===== src/rtl/mem_stage_pkg.sv =====
// mem_stage_pkg: shared widths, stall encoding, exception codes and the EX-to-MEM field layout.
package mem_stage_pkg;
    localparam int STALL_WD     = 6;
    localparam int EX_TO_MEM_WD = 229;
    localparam int MEM_TO_WB_WD = 177;
    localparam logic STOP    = 1'b1;
    localparam logic NO_STOP = 1'b0;
    localparam logic [4:0] EXC_NONE = 5'd0;
    localparam logic [4:0] EXC_INT  = 5'd1;
    localparam logic [4:0] EXC_ADEL = 5'd4;
    localparam logic [4:0] EXC_ADES = 5'd5;
    localparam logic [4:0] EXC_SYS  = 5'd8;
    localparam logic [4:0] EXC_BP   = 5'd9;
    localparam logic [4:0] EXC_RI   = 5'd10;
    localparam logic [4:0] EXC_OV   = 5'd12;
    typedef struct packed {
        logic [31:0] badvaddr;
        logic [4:0]  excepttype;
        logic        in_delayslot;
        logic [31:0] pc;
        logic        cp0_we;
        logic [4:0]  cp0_addr;
        logic [2:0]  cp0_sel;
        logic [31:0] cp0_wdata;
        logic [3:0]  data_ram_sel;
        logic        inst_lb;
        logic        inst_lbu;
        logic        inst_lh;
        logic        inst_lhu;
        logic [31:0] hi_wdata;
        logic        hi_we;
        logic [31:0] lo_wdata;
        logic        lo_we;
        logic [3:0]  data_ram_wen;
        logic        data_ram_en;
        logic        sel_rf_res;
        logic        rf_we;
        logic [4:0]  rf_waddr;
        logic [31:0] ex_result;
    } ex_mem_t;
endpackage


===== src/rtl/mem_stage_load_align.sv =====
// mem_stage_load_align: picks the addressed byte/half from the SRAM word and extends it.
module mem_stage_load_align (
    input  logic [31:0] rdata,
    input  logic [3:0]  sel,
    input  logic        lb,
    input  logic        lbu,
    input  logic        lh,
    input  logic        lhu,
    output logic [31:0] result
);
    logic [7:0]  byte_v;
    logic [15:0] half_v;
    always_comb begin
        byte_v = sel[0] ? rdata[7:0] : sel[1] ? rdata[15:8] : sel[2] ? rdata[23:16] : rdata[31:24];
        half_v = sel[3] ? rdata[31:16] : rdata[15:0];
        result = (lb | lbu) ? {{24{lb & byte_v[7]}}, byte_v} :
                 (lh | lhu) ? {{16{lh & half_v[15]}}, half_v} : rdata;
    end
endmodule


===== src/rtl/mem_stage.sv =====
// mem_stage: EX/MEM pipeline register, load alignment, precise exception report and write squash.
module mem_stage
    import mem_stage_pkg::*;
(
    input  logic                    clk,
    input  logic                    rst,
    input  logic                    flush,
    input  logic [STALL_WD-1:0]     stall,
    input  logic [EX_TO_MEM_WD-1:0] ex_to_mem_bus,
    input  logic [31:0]             data_sram_rdata,
    output logic [MEM_TO_WB_WD-1:0] mem_to_wb_bus,
    output logic [37:0]             mem_fwd_bus,
    output logic [65:0]             mem_hilo_fwd,
    output logic                    exc_valid,
    output logic [4:0]              exc_code,
    output logic [31:0]             exc_pc,
    output logic [31:0]             exc_badvaddr,
    output logic                    exc_in_delayslot
);
    ex_mem_t     r_q, r_d;
    logic        fresh_q, fresh_d;
    logic        exc_hit, rf_we, hi_we, lo_we, cp0_we;
    logic [31:0] load_res, rf_wdata;
    logic        unused;

    always_ff @(posedge clk or posedge rst) begin
        if (rst) begin
            r_q     <= '0;
            fresh_q <= 1'b0;
        end else begin
            r_q     <= r_d;
            fresh_q <= fresh_d;
        end
    end

    // fresh marks an instruction that has not yet reported its exception
    always_comb begin
        r_d     = r_q;
        fresh_d = fresh_q & ~exc_valid;
        if (flush || (stall[3] == STOP && stall[4] == NO_STOP)) begin
            r_d     = '0;
            fresh_d = 1'b0;
        end else if (stall[3] == NO_STOP) begin
            r_d     = ex_mem_t'(ex_to_mem_bus);
            fresh_d = 1'b1;
        end
    end

    mem_stage_load_align u_align (
        .rdata  (data_sram_rdata),
        .sel    (r_q.data_ram_sel),
        .lb     (r_q.inst_lb),
        .lbu    (r_q.inst_lbu),
        .lh     (r_q.inst_lh),
        .lhu    (r_q.inst_lhu),
        .result (load_res)
    );

    assign exc_hit          = r_q.excepttype != EXC_NONE;
    assign exc_valid        = exc_hit & fresh_q & ~flush;
    assign exc_code         = exc_hit ? r_q.excepttype : 5'd0;
    assign exc_pc           = exc_hit ? r_q.pc : 32'd0;
    assign exc_badvaddr     = exc_hit ? r_q.badvaddr : 32'd0;
    assign exc_in_delayslot = exc_hit & r_q.in_delayslot;
    assign rf_we            = r_q.rf_we & ~exc_hit;
    assign hi_we            = r_q.hi_we & ~exc_hit;
    assign lo_we            = r_q.lo_we & ~exc_hit;
    assign cp0_we           = r_q.cp0_we & ~exc_hit;
    assign rf_wdata         = r_q.sel_rf_res ? load_res : r_q.ex_result;
    assign mem_fwd_bus      = {rf_we, r_q.rf_waddr, rf_wdata};
    assign mem_hilo_fwd     = {hi_we, r_q.hi_wdata, lo_we, r_q.lo_wdata};
    assign mem_to_wb_bus    = {r_q.pc, cp0_we, r_q.cp0_addr, r_q.cp0_sel, r_q.cp0_wdata,
                               mem_hilo_fwd, mem_fwd_bus};
    assign unused           = ^{r_q.data_ram_wen, r_q.data_ram_en, stall[5], stall[2:0]};
endmodule


===== config.mk =====
export PLATFORM = sky130hd
export DESIGN_NAME = mem_stage
export DESIGN_NICKNAME = d
export VERILOG_FILES = /design/src/rtl/mem_stage_pkg.sv /design/src/rtl/mem_stage_load_align.sv /design/src/rtl/mem_stage.sv
export SDC_FILE = /design/constraint.sdc
export NUM_CORES = 1
export LEC_CHECK = 0
export BUFFER_PORTS_ARGS = -buffer_cell sky130_fd_sc_hd__buf_4
export CORE_AREA = 2 2 243 245
export CTS_CLUSTER_DIAMETER = 60
export DETAILED_ROUTE_END_ITERATION = 10
export DIE_AREA = 0 0 245 247
export GPL_TIMING_DRIVEN = 1
export PLACE_DENSITY = 0.52
export RECOVER_POWER = 100
export SLEW_MARGIN = 20
export SYNTH_ARGS = -nofsm -noshare
export SYNTH_HDL_FRONTEND = slang
export SYNTH_SLANG_ARGS = --single-unit

===== constraint.sdc =====
create_clock -name clk -period 9.1 [get_ports clk]
set_input_delay 1.82 -clock clk [delete_from_list [all_inputs] [get_ports clk]]
set_output_delay 1.82 -clock clk [all_outputs]
set_load 0.005 [all_outputs]

==> results.md <==
- CTS tree: done
- Worst-Skew Late Latency: 0.57 ns
- Antenna-violating nets left: 0
- Share of cells above drive strength 1: 45.9%
- FILL cells: 6,195
- Yosys cell types: 34
- CTS Root Cell: clkbuf_16
- Final period utilization: 75.2%
- WP data arrival: 5.02 ns
- Total grt overflow: 0
- Hold Buf Count CTS: 0
- Initial antenna violation count: 4
- CTS clk-pin slew, worst paths: 0.06 ns
- 1st-iter DRT viols: 360
- F_max: 146 MHz
- Initial core utilization: 19.3%
- Cell area after synthesis: 11,300 um^2
- Nets: 1,615
- Final std cells w/o fill: 2,141
- Hold WC Path Type: register to register
- Vias in the first global route: 8,642
- Setup bufs post-CTS: 0
- Setup TNS: 0 ns
- Syn-to-layout area delta: 38.2%
- Post-synth EDFFs: 0
- Violated checks: capacitance limit, slew limit
- Worst Setup Start Kind: register
- Setup Skew: 0.00556 ns
- Crit-path max FO: 51
- Ys async rst share: 100%
- Status: finished, violations left
- Hold Vio Cnt, Final: 0
- Comb power frac: 15.3%
- Met2 track demand over resource: 21.0%
- Count of final setup violators: 0
- Prevailing post-synth register cell: dfrtp_1
- GRT busiest layer: met2
- CTS buffer count: 30
- Period minus WS final: 6.84 ns
- Part of the power in registers: 40.4%
- Worst VDD drop: 0.000123 V
- Rel. slew slack: -178%
- Pins Over Slew Limit: 334
- Share of the yosys chip area belonging to registers: 50.0%
- # Max-Cap Violations: 6
- CTS Sinks: 225
- NetSw: 0.698 mW
- Total wire length: 40,700 um
- Average wire per standard cell: 19.0 um
- First-pass GRT wire length: 57,500 um
- Final Util: 26.7%
- Die height: 247 um
- Switching share of total power: 25.9%
- Mapped Cells: 1,016
- Register bit count reported by yosys: 225
- Area share of the largest cell type after synthesis: 50.0%
- Clock Power Share: 44.3%
- WS Path Type: register to output port
- Die area: 60,500 um^2
- Final Power: 2.69 mW
- GR Util met3: 2.64%
- WP data required: 7.28 ns
- Post-CTS resize count: 0
- Synth area leader: dfrtp_1
- Final HPWL DP: 29,700 um
- Leak: 7.75 nW
- Kind of end point of the critical path: output port
- Drt drc: 0
- DR vias: 8,751
- Placed cells: 2,086
- Die Wd: 245 um
- Largest net degree at the start of global routing: 196
- Synth area leaders: dfrtp_1, a22o_1, buf_4
- First drt pass iteration count: 6
- Synth warn: 0
- Total global-route track usage: 12.6%
- Worst Tran Pin Value: 4.15 ns
- H-tree level count: 1
- Met1 usage: 16.4%
- Placer Congestion: 0.758
- Synthesized area per cell: 11.1 um^2
- Rows: 89
- Worst hold slack: 0.495 ns
- RSZ-0062 raised after global routing: no
- Io pins: 622
- Mapped Nets: 1,286
- Via density: 4.09
- Power Internal: 1.99 mW
- CORE AREA: 58,200 um^2
- IO Port Bufs: 612
- Max clock buf depth: 3
- Pwr/cell area: 173 nW/um^2
-- critical path, cell delays in order, from the launching register on --
cell and delay, ns:
dfrtp_1 0.42, or4_1 0.51, nor2_1 1.28, clkbuf_1 1.73
and2_0 0.31, clkbuf_1 0.18
-- layout by cell type, fill, tap and decap left out, types with 3 or more instances in the layout --
| master | synthesis | layout |
|---|---|---|
| clkbuf_8 | 0 | 4 |
| nor2_1 | 6 | 6 |
| o22a_1 | 29 | 29 |
| a22o_1 | 224 | 224 |
| o21ai_0 | 6 | 6 |
| clkbuf_16 | 0 | 30 |
| nor2b_1 | 66 | 66 |
| clkinv_2 | 0 | 4 |
| inv_6 | 0 | 3 |
| clkbuf_4 | 0 | 292 |
| nand2_1 | 48 | 48 |
| and2_0 | 0 | 4 |
| dfrtp_1 | 225 | 224 |
| mux2i_1 | 8 | 8 |
| bufinv_16 | 0 | 3 |
| nor3b_1 | 8 | 8 |
| clkbuf_1 | 66 | 56 |
| inv_1 | 8 | 7 |
| a221o_1 | 5 | 5 |
| buf_4 | 249 | 275 |
| a21oi_1 | 34 | 34 |
-- power by group through the flow --
stage	Combinational, mW	Sequential (mW)	Clock, mW
3_3_place_gp	0.438	1.11	0
3_5_place_dp	0.441	1.11	0
2_1_floorplan	0.242	1.09	0
6_report	0.413	1.09	1.19
4_1_cts	0.442	1.09	1.24
5_1_grt	0.452	1.09	1.28
-- layout make-up --
cell class | count | area (um^2) | area share, %
antenna | 2 | 5.00 | 0.0322
clock buffer | 38 | 821 | 5.28
clock inverter | 15 | 189 | 1.21
inverter | 8 | 31.3 | 0.201
multi-input combinational | 456 | 3400 | 21.9
sequential | 225 | 5630 | 36.2
tap | 773 | 967 | 6.22
timing repair buffer | 624 | 4510 | 29.0
-- cell usage after synthesis, drive strengths merged, types with 2 or more instances --
cell,instances
buf,261
nor2b,66
inv,8
o22a,29
mux2,3
a21oi,34
clkbuf,66
nand2,48
o21ai,7
nor3b,8
mux2i,8
nand3,2
a22o,224
and2,4
dfrtp,225
a221o,5
nor2,7
-- through the flow --
step	setup slack, ns	area (um^2)
global route	1.87	15500
detailed placement	3.78	14800
CTS	3.78	15800
floorplan	1.12	11300
finish	2.26	15600
global placement	3.78	14800
-- registers in the layout, indices dropped and copies added, names as in the netlist --
signal / flops
r_q: 83
mem_to_wb_bus: 72
mem_fwd_bus: 5
mem_hilo_fwd: 64
fresh_q: 1
-- logic make-up (layout without fill, tap and decap cells) --
group,count (synthesis),after routing,synth area share [%]
compound gates,307,307,22.6
buf+inv,335,685,19.7
flops,225,225,50.0
mux,11,11,1.05
other cells,0,2,0
simple gates,138,138,6.59
-- path summary, 6_finish.rpt --
| check | from | slack [ns] | depth (start not counted) | to |
|---|---|---|---|---|
| min | r_q[206] | 0.50 | 1 | r_q[206] |
| max in group asynchronous | rst | 3.48 | 3 | mem_to_wb_bus[152] |
| max | r_q[194] | 2.26 | 5 | mem_to_wb_bus[37] |
| min reg2reg | r_q[206] | 0.50 | 1 | r_q[206] |
| min in group asynchronous | rst | 2.50 | 2 | mem_hilo_fwd[45] |
| max reg2reg | r_q[194] | 4.66 | 5 | fresh_q |
-- routing by layer --
metal / vias up / wire length, um / share of wire (%)
li1: 4026 / - / -
met1: 4312 / 17200 / 42
met2: 358 / 19800 / 49
met3: 55 / 2650 / 6.5
met4: 0 / 1000 / 2.5
met5: - / 0 / 0
Note: power is estimated with default switching activity, not from simulation.
